$ cat src/rtl/systolic_pkg.sv
// Shared constants and types for the systolic operand feeder.
//   DATA_WIDTH : operand width per lane
//   SIZE       : array rows = columns = lanes per edge
//   K_MAX      : deepest inner dimension a tile may use (buffer depth)
package systolic_pkg;

  localparam int DATA_WIDTH = 32;
  localparam int SIZE       = 4;
  localparam int K_MAX      = 16;

  // Counter width covers the longest FEED sweep without wrapping.
  localparam int CNT_W  = $clog2(K_MAX + SIZE);
  localparam int KLEN_W = $clog2(K_MAX + 1);

  typedef logic [SIZE-1:0][DATA_WIDTH-1:0] lane_vec_t;

  typedef enum logic [1:0] {
    IDLE,
    LOAD,
    FEED,
    DRAIN
  } feeder_state_t;

endpackage

$ cat src/rtl/skew_operand_buffer.sv
// Operand store for one array edge: K_MAX entries of SIZE lanes, one write
// port, and SIZE combinational diagonal read ports.
//   clk        : clock
//   wr_en_i    : write strobe
//   wr_addr_i  : entry written (beat index k)
//   wr_data_i  : SIZE lanes of beat k
//   rd_t_i     : wavefront index t
//   k_len_i    : number of valid entries
//   rd_data_o  : lane l = entry (t-l) lane l, zero when out of range
//   rd_vld_o   : lane l in range (0 <= t-l < k_len)
module skew_operand_buffer
  import systolic_pkg::*;
(
  input  logic                       clk,
  input  logic                       wr_en_i,
  input  logic [CNT_W-1:0]           wr_addr_i,
  input  logic [SIZE*DATA_WIDTH-1:0] wr_data_i,
  input  logic [CNT_W-1:0]           rd_t_i,
  input  logic [KLEN_W-1:0]          k_len_i,
  output logic [SIZE*DATA_WIDTH-1:0] rd_data_o,
  output logic [SIZE-1:0]            rd_vld_o
);

  localparam int AW = $clog2(K_MAX);

  // Contents are only read under an in-range flag, so no reset is needed.
  lane_vec_t mem_q [K_MAX];

  always_ff @(posedge clk) begin
    if (wr_en_i) mem_q[AW'(wr_addr_i)] <= wr_data_i;
  end

  for (genvar l = 0; l < SIZE; l++) begin : g_lane
    logic [CNT_W-1:0] off;
    logic             hit;

    assign off = rd_t_i - CNT_W'(l);
    // off < k_len <= K_MAX whenever hit is set, so the truncated index is exact.
    assign hit = (rd_t_i >= CNT_W'(l)) && (off < CNT_W'(k_len_i));

    assign rd_vld_o[l]                             = hit;
    assign rd_data_o[l*DATA_WIDTH +: DATA_WIDTH]   = hit ? mem_q[AW'(off)][l] : '0;
  end

endmodule

$ cat src/rtl/systolic_operand_feeder.sv
// Transmit side of the SIZE x SIZE output-stationary MAC array. Buffers one
// tile of A columns / B rows, then drives the west and north edges with
// diagonally skewed wavefronts, pulses acc_clear first and done at the end.
//   clk, rst_n            : clock, async active-low reset
//   cfg_valid/ready/k_len : tile configuration handshake
//   op_valid/ready/a/b    : operand beats (column k of A, row k of B)
//   west_a/west_vld       : row-edge operands, lane i to row i
//   north_b/north_vld     : column-edge operands, lane j to column j
//   acc_clear             : one-cycle accumulator clear in the first FEED cycle
//   busy, done, err       : status; err qualifies done on a bad k_len
//
// state | meaning
// IDLE  | waiting for a tile config
// LOAD  | storing k_len operand beats
// FEED  | sweeping wavefronts t = 0..k_len+SIZE-2 onto the edges
// DRAIN | waiting for the last product to reach the far-corner PE
module systolic_operand_feeder
  import systolic_pkg::*;
#(
  parameter int PIPE_LAT = 2
) (
  input  logic                       clk,
  input  logic                       rst_n,
  input  logic                       cfg_valid,
  output logic                       cfg_ready,
  input  logic [KLEN_W-1:0]          cfg_k_len,
  input  logic                       op_valid,
  output logic                       op_ready,
  input  logic [SIZE*DATA_WIDTH-1:0] op_a,
  input  logic [SIZE*DATA_WIDTH-1:0] op_b,
  output logic [SIZE*DATA_WIDTH-1:0] west_a,
  output logic [SIZE-1:0]            west_vld,
  output logic [SIZE*DATA_WIDTH-1:0] north_b,
  output logic [SIZE-1:0]            north_vld,
  output logic                       acc_clear,
  output logic                       busy,
  output logic                       done,
  output logic                       err
);

  localparam logic [CNT_W-1:0] DRAIN_LAST = CNT_W'(SIZE - 2 + PIPE_LAT);

  feeder_state_t state_q, state_d;
  logic [CNT_W-1:0]  cnt_q, cnt_d;
  logic [KLEN_W-1:0] k_len_q, k_len_d;
  logic done_q, done_d, err_q, err_d, clr_q, clr_d;
  logic wr_en;

  logic [SIZE*DATA_WIDTH-1:0] a_rd, b_rd, wa_q, wa_d, nb_q, nb_d;
  logic [SIZE-1:0]            a_vld, b_vld, wv_q, wv_d, nv_q, nv_d;

  skew_operand_buffer u_buf_a (
    .clk       (clk),
    .wr_en_i   (wr_en),
    .wr_addr_i (cnt_q),
    .wr_data_i (op_a),
    .rd_t_i    (cnt_q),
    .k_len_i   (k_len_q),
    .rd_data_o (a_rd),
    .rd_vld_o  (a_vld)
  );

  skew_operand_buffer u_buf_b (
    .clk       (clk),
    .wr_en_i   (wr_en),
    .wr_addr_i (cnt_q),
    .wr_data_i (op_b),
    .rd_t_i    (cnt_q),
    .k_len_i   (k_len_q),
    .rd_data_o (b_rd),
    .rd_vld_o  (b_vld)
  );

  always_ff @(posedge clk or negedge rst_n) begin
    if (!rst_n) begin
      state_q <= IDLE;
      cnt_q   <= '0;
      k_len_q <= '0;
      done_q  <= 1'b0;
      err_q   <= 1'b0;
      clr_q   <= 1'b0;
      wa_q    <= '0;
      wv_q    <= '0;
      nb_q    <= '0;
      nv_q    <= '0;
    end else begin
      state_q <= state_d;
      cnt_q   <= cnt_d;
      k_len_q <= k_len_d;
      done_q  <= done_d;
      err_q   <= err_d;
      clr_q   <= clr_d;
      wa_q    <= wa_d;
      wv_q    <= wv_d;
      nb_q    <= nb_d;
      nv_q    <= nv_d;
    end
  end

  always_comb begin
    state_d = state_q;
    cnt_d   = cnt_q;
    k_len_d = k_len_q;
    done_d  = 1'b0;
    err_d   = 1'b0;
    clr_d   = 1'b0;
    wr_en   = 1'b0;

    case (state_q)
      IDLE: begin
        if (cfg_valid) begin
          if ((cfg_k_len != '0) && (cfg_k_len <= KLEN_W'(K_MAX))) begin
            k_len_d = cfg_k_len;
            cnt_d   = '0;
            state_d = LOAD;
          end else begin
            done_d = 1'b1;
            err_d  = 1'b1;
          end
        end
      end
      LOAD: begin
        if (op_valid) begin
          wr_en = 1'b1;
          if (cnt_q == CNT_W'(k_len_q) - CNT_W'(1)) begin
            cnt_d   = '0;
            clr_d   = 1'b1;
            state_d = FEED;
          end else begin
            cnt_d = cnt_q + CNT_W'(1);
          end
        end
      end
      FEED: begin
        if (cnt_q == CNT_W'(k_len_q) + CNT_W'(SIZE - 1)) begin
          cnt_d   = '0;
          state_d = DRAIN;
        end else begin
          cnt_d = cnt_q + CNT_W'(1);
        end
      end
      DRAIN: begin
        if (cnt_q == DRAIN_LAST) begin
          cnt_d   = '0;
          done_d  = 1'b1;
          state_d = IDLE;
        end else begin
          cnt_d = cnt_q + CNT_W'(1);
        end
      end
      default: state_d = IDLE;
    endcase
  end

  // Wavefront t = cnt_q is registered, so it reaches the edge one cycle later.
  // The final FEED count (t = k_len+SIZE-1) is out of range on every lane,
  // which leaves the edges at zero going into DRAIN.
  always_comb begin
    wa_d = '0;
    wv_d = '0;
    nb_d = '0;
    nv_d = '0;
    if (state_q == FEED) begin
      wa_d = a_rd;
      wv_d = a_vld;
      nb_d = b_rd;
      nv_d = b_vld;
    end
  end

  assign cfg_ready = (state_q == IDLE);
  assign op_ready  = (state_q == LOAD);
  assign busy      = (state_q != IDLE);
  assign done      = done_q;
  assign err       = err_q;
  assign acc_clear = clr_q;
  assign west_a    = wa_q;
  assign west_vld  = wv_q;
  assign north_b   = nb_q;
  assign north_vld = nv_q;

endmodule

$ cat config.mk
export PLATFORM = sky130hd
export DESIGN_NAME = systolic_operand_feeder
export DESIGN_NICKNAME = d
export VERILOG_FILES = /design/src/rtl/systolic_pkg.sv /design/src/rtl/skew_operand_buffer.sv /design/src/rtl/systolic_operand_feeder.sv
export SDC_FILE = /design/constraint.sdc
export NUM_CORES = 2
export LEC_CHECK = 0
export CAP_MARGIN = 20
export CORE_MARGIN = 3
export CORE_UTILIZATION = 61
export CTS_CLUSTER_DIAMETER = 60
export DETAILED_ROUTE_END_ITERATION = 8
export GPL_ROUTABILITY_DRIVEN = 0
export PLACE_DENSITY_LB_ADDON = 0.05
export SLEW_MARGIN = 20
export SYNTH_ARGS = -nofsm -noshare
export SYNTH_HDL_FRONTEND = slang
export SYNTH_SLANG_ARGS = --single-unit
$ cat constraint.sdc
create_clock -name clk -period 19.2 [get_ports clk]
set_input_delay 1.92 -clock clk [delete_from_list [all_inputs] [get_ports clk]]
set_output_delay 1.92 -clock clk [all_outputs]
set_load 0.01 [all_outputs]
* Yosys cells after proc, flatten, opt, wreduce, memory -nomap -nowiden
Memories as Yosys holds them, arrays and structs flattened.
Cells that the tools add are included.
** Word-level totals
- Bits in registers :: 275
- Memory bits (writable) :: 4096
- Input bits :: 265
- Output and inout bits :: 270
- Word-level logic and storage cells :: 86
- Memories :: 2
** Cells by class
- $add $sub $neg :: 6
- $lt $le $gt $ge :: 9
- Equal/unequal tests :: 12
- Muxes and demuxes :: 37
- Reductions and logical operators :: 11
** Memory list
- u_buf_a.mem_q :: depth 16, width 128, rd ports 4, clocked after Yosys merged registers in 0, write ports 1, RTL line skew_operand_buffer.sv:27 : lane_vec_t mem_q [K_MAX];
- u_buf_b.mem_q :: depth 16, width 128, rd ports 4, clocked after Yosys merged registers in 0, write ports 1, RTL line skew_operand_buffer.sv:27
** Operators by type and width (count)
- 128-bit two-way mux :: 2
- 32-bit two-way mux :: 8
- 5-bit two-way mux :: 6
- 5-bit < comparator :: 4
- 5-bit one-hot mux with 4 select lines :: 1
- 2-bit two-way mux :: 6
- 1-bit two-way mux :: 11
- 5-bit == test :: 2
- 5-bit by 1-bit >= comparator with 1-bit output, second input constant :: 2
- 5-bit by 2-bit >= comparator with 1-bit output, second input constant :: 2
- 5-bit by 1-bit subtractor with 5-bit output, second input constant :: 2
- 5-bit by 2-bit subtractor with 5-bit output, second input constant :: 2
- 2-bit != test, second input constant :: 4
- 2-bit one-hot mux with 4 select lines :: 1
- 3-bit AND reduction :: 2
- 6-bit AND reduction :: 1
- 5-bit by 1-bit adder with 5-bit output, second input constant :: 1
- 5-bit by 2-bit adder with 5-bit output, second input constant :: 1
- 5-bit by 3-bit == test with 1-bit output, second input constant :: 1
- 5-bit <= comparator, second input constant :: 1
- 1-bit logical AND :: 5
- 5-bit nonzero test :: 1
- 2-bit == test, second input constant :: 2
- 4-bit two-way mux :: 1
- 5 further kinds :: 6

* Logic depth before layout (Yosys ltp)
- Depth in word-level cells :: 5
- Depth in mapped cells :: 20
- Gate-level depth less buffers :: 11

* Cells and area by module
A second synthesis with hierarchy kept.
** Second synthesis, totals
- Cells, all modules :: 7162
- Area, all modules :: 164869.4 sq um
** Modules (own cells, without submodules)
- skew_operand_buffer (u_buf_a) :: instances 1, cells an instance 3245, area each 77759.6 sq um, seq. area each 61499.0 sq um
- skew_operand_buffer (u_buf_b) :: instances 1, cells an instance 3259, area each 77754.6 sq um, seq. area each 61499.0 sq um
- systolic_operand_feeder :: instances 1, cells an instance 658, area each 9355.2 sq um, seq. area each 6981.7 sq um

* Least setup slack after synthesis
OpenSTA, ideal clock, no wires.
- Path kind :: input-to-reg
- From :: input port op_valid
- To :: memory u_buf_a.mem_q[10][0] in the netlist's numbering, enable pin
- Library setup time :: 0.879 ns
- Data arrival time :: 12.701 ns
- Required time :: 18.321 ns
- Setup slack :: 5.620 ns
- Stages on the path :: 2
- Path buffers :: 0
- Cell sequence :: nand3_1 -> nor2_1
** Between the ends
- Cells in the longest elaborated chain, start to end :: 4
** Ends and longest elaborated chain
- start: declaration :: RTL line systolic_operand_feeder.sv:27 : input logic op_valid,
- 1-bit two-way mux :: RTL line systolic_operand_feeder.sv:123 : if (op_valid) begin
- 1-bit two-way mux :: RTL line systolic_operand_feeder.sv:109 : case (state_q)
- 1-bit two-way mux :: RTL line skew_operand_buffer.sv:30 : if (wr_en_i) mem_q[AW'(wr_addr_i)] <= wr_data_i;
- 1-bit two-way mux (not written as such) :: RTL line skew_operand_buffer.sv:30
- end: declaration :: RTL line skew_operand_buffer.sv:27
Every way passes these cells.

* Final worst setup path
- From :: register cnt_q[2]
- To :: register wa_q[70] (netlist: west_a[70])
** Between the ends
- Cells in the longest elaborated chain, start to end :: 5
** Ends and longest elaborated chain
- start: declaration :: RTL line systolic_operand_feeder.sv:44 : logic [CNT_W-1:0] cnt_q, cnt_d;
- start signal: assignment :: RTL line systolic_operand_feeder.sv:88 : cnt_q <= cnt_d;
- 5-bit by 2-bit subtractor with 5-bit output :: RTL line skew_operand_buffer.sv:37 : assign off = rd_t_i - CNT_W'(l);
- 5-bit < comparator :: RTL line skew_operand_buffer.sv:39 : assign hit = (rd_t_i >= CNT_W'(l)) && (off < CNT_W'(k_len_i));
- 1-bit logical AND :: RTL line skew_operand_buffer.sv:39
- 32-bit two-way mux (*) :: RTL line skew_operand_buffer.sv:42 : assign rd_data_o[l*DATA_WIDTH +: DATA_WIDTH] = hit ? mem_q[AW'(off)][l] : '0;
- 128-bit two-way mux (*) :: RTL line systolic_operand_feeder.sv:163 : if (state_q == FEED) begin
- via wa_d[70] :: RTL line systolic_operand_feeder.sv:49 : logic [SIZE*DATA_WIDTH-1:0] a_rd, b_rd, wa_q, wa_d, nb_q, nb_d;
- end signal: assignment :: RTL line systolic_operand_feeder.sv:93 : wa_q <= wa_d;
- end: declaration :: RTL line systolic_operand_feeder.sv:49
The timed path passes the listed nets; every way through them passes the cells marked *.
A chain may end at the register's enable or synchronous reset.

==> metrics.txt <==
status=finished, final reports clean; Placed Area=173,000 sq um; Pre-Repair DR Iteration Count=7; power density over cell area=141 nW/um^2; I/O pin total=535; Critical Path Start=cnt_q[2]$_DFFE_PN0P_; initial antenna violation count=86; core outline area=266,000 sq um; number of standard-cell rows in the floorplan=189; mean routed wirelength per cell=33.4 um; Crit path required time=19.97 ns; worst reg2reg endpoint=west_a[70]$_DFF_PN0_; post-route DRC violation count=0; transition time at the pin with the least slew margin=1.17 ns; post-synth top area share=0.753; clock network latency to the later pin of the worst-skew pair=0.93 ns; kind of end point of the critical path=flop; area used by sequential logic in the layout=130,000 sq um; remaining max-slew budget at the tightest pin=0.221; Post-synth ARST share=0.0629; post-synthesis cell area=163,000 sq um; effective utilization at floorplan=0.614; cells taking the most area after synthesis=edfxtp_1 (75%), mux4_2 (18%), dfrtp_1 (4.2%), nor2b_1 (1.0%), clkbuf_1 (0.34%); top cells by count, synth=edfxtp_1 (4,096), mux4_2 (1,280), dfrtp_1 (275); Unique masters post-synth=37; met1 WL=148,000 um; Layout Nets=7,482; share of cells above drive strength 1=0.276; Total Routing Usage GR=0.276; total congestion overflow=0; detailed route wirelength on metal3=29,500 um; largest net degree at the start of global routing=161; share of the clock period used by the worst path after layout=0.341; endpoint of the most critical setup path=west_a[70]$_DFF_PN0_; most area-hungry cell type in the Yosys netlist=edfxtp_1; EDFF count, synth=4,096; core occupancy in the finished layout=0.705; synthesized area divided by synthesized cell count=25.4 sq um; achievable frequency=153 MHz; die width=523 um; total routed wirelength=372,000 um; height of the die=523 um; number of warning messages in the yosys log=0; final setup violating endpoints=0; uppermost layer routed=met5; worst clock skew=0.0309 ns; cell count after placement=10,287; Worst Setup Path Type=reg -> reg; IR drop worst, VDD=0.185 mV; main flop type after synthesis=edfxtp_1; register bit total from synthesis=4,371; worst reg-to-reg setup slack=12.66 ns; TritonCTS Sinks=4,371; vias in the first global route=75,594; CTS clk-pin slew, worst paths=0.06 ns; signal arrival time at the worst endpoint=7.31 ns; worst hold path type=reg -> reg; instance count of the mapped netlist=6,417; time the worst path needs with I/O delays and setup=6.54 ns; total vias in the final route=72,756; Buffers on Ports=534; number of buffers created by CTS=424; Final Hold Fails=0; number of cells in the finished layout apart from fillers=11,126; clock tree root driver cell=clkbuf_16; CTS tree=yes; filler cell count in the final layout=15,435; startpoint of the most critical register-to-register path=cnt_q[2]$_DFFE_PN0P_; H-tree depth=5; setup TNS=0 ns; max-slew violation total from the final report=0; DRC violation total after the first TritonRoute iteration=7,921; first-pass GRT wire length=539,000 um; count of cells resized by post-cts repair=0; overall die area=274,000 sq um; maximum clock path buffer count=4; max-cap viol count=0; library cell with the highest instance count after synthesis=edfxtp_1; combined area of the multi-input logic cells=31,800 sq um; routed length on met2=186,000 um; number of buffers added for setup after CTS=0; design area=187,000 sq um; kind of start point of the critical path=flop; HPWL reported at the end of detailed placement=180,000 um; RSZ-0062 raised after global routing=no; Worst R2R Path Depth=8; area overhead of the layout relative to synthesis=14.8%; Static Leak=59.1 nW; number of vias per cell=6.54; nets in the synthesized netlist=6,714; largest driver fanout on the critical path=74; Detail Route Antenna Nets=0; Final Power=0.0264 W; cts hold-fix bufs=0; share of the yosys chip area belonging to registers=0.795
[routing by layer]
layer,vias to the layer above,track usage
met5,-,0
met4,64,0.0623
met3,529,0.0582
met2,2888,0.442
met1,40154,0.401
li1,29121,-
[per-stage QoR]
| stage | hold slack, ns | setup WS [ns] |
|---|---|---|
| 6_report | 0.586 | 12.66 |
| 3_5_place_dp | 0.571 | 12.19 |
| 2_1_floorplan | 0.533 | 5.62 |
| 4_1_cts | 0.585 | 12.24 |
| 3_3_place_gp | 0.544 | 12.24 |
| 5_1_grt | 0.632 | 12.34 |
[critical path, stage by stage, from the launching register on]
cell and delay (ns):
dfrtp_1 0.91, inv_6 0.47, ha_4 1.09, buf_4 0.88
buf_4 0.78, buf_4 0.91, mux4_2 0.43, mux4_2 0.47
nor2b_1 0.14
[layout make-up]
cell class | count | share of cell area
clock buffers | 600 | 0.0651
multi-input cells | 1701 | 0.170
flip-flops and latches | 4371 | 0.693
repair buffers | 666 | 0.0366
inverters | 21 | 0.000474
well taps | 3533 | 0.0236
clock inverters | 194 | 0.0112
diodes | 40 | 0.000534
[sequential cells by signal (all words and copies together), names as in the netlist]
register	cells
u_buf_a.mem_q	2048
u_buf_b.mem_q	2048
north_b	128
west_a	128
cnt_q	5
k_len_q	5
north_vld	4
state_q	2
acc_clear	1
done	1
err	1
[report_power, final]
part           internal [W]  switching, W  total [W]
Combinational       0.00373       0.00320    0.00693
Sequential           0.0108      0.000220     0.0111
Clock               0.00499       0.00342    0.00841
Total                0.0196       0.00683     0.0264
[worst min path at each step]
stage / startpoint / end / slack, ns / depth (start not counted)
6_report: state_q[1]$_DFFE_PN0P_ / state_q[1]$_DFFE_PN0P_ / 0.59 / 1
3_3_place_gp: state_q[1]$_DFFE_PN0P_ / state_q[1]$_DFFE_PN0P_ / 0.54 / 1
2_1_floorplan: state_q[1]$_DFFE_PN0P_ / state_q[1]$_DFFE_PN0P_ / 0.53 / 1
5_1_grt: state_q[1]$_DFFE_PN0P_ / state_q[1]$_DFFE_PN0P_ / 0.63 / 1
4_1_cts: state_q[1]$_DFFE_PN0P_ / state_q[1]$_DFFE_PN0P_ / 0.58 / 1
3_5_place_dp: state_q[1]$_DFFE_PN0P_ / state_q[1]$_DFFE_PN0P_ / 0.57 / 1
[placed cells by master, fill, tap and decap left out, drive strengths merged, types with 29 or more instances in the layout]
cell type | netlist | layout
clkdlybuf4s50 | 0 | 533
inv | 21 | 29
buf | 175 | 133
mux4 | 1280 | 1280
nor2b | 262 | 262
dfrtp | 275 | 275
clkbuf | 149 | 600
clkinv | 0 | 132
bufinv | 0 | 43
diode | 0 | 40
ha | 32 | 32
edfxtp | 4096 | 4096
[cell families after synthesis]
family / Yosys count / share of synthesized area
adder cells (fa/ha/maj): 32 / 0.00245
buffers and inverters: 345 / 0.0109
multiplexers: 1282 / 0.177
XOR/XNOR: 18 / 0.000966
AO/OA/AOI/OAI: 40 / 0.00156
flip-flops: 4371 / 0.795
AND/OR/NAND/NOR: 329 / 0.0120
Power figures use the tool's default switching activity.
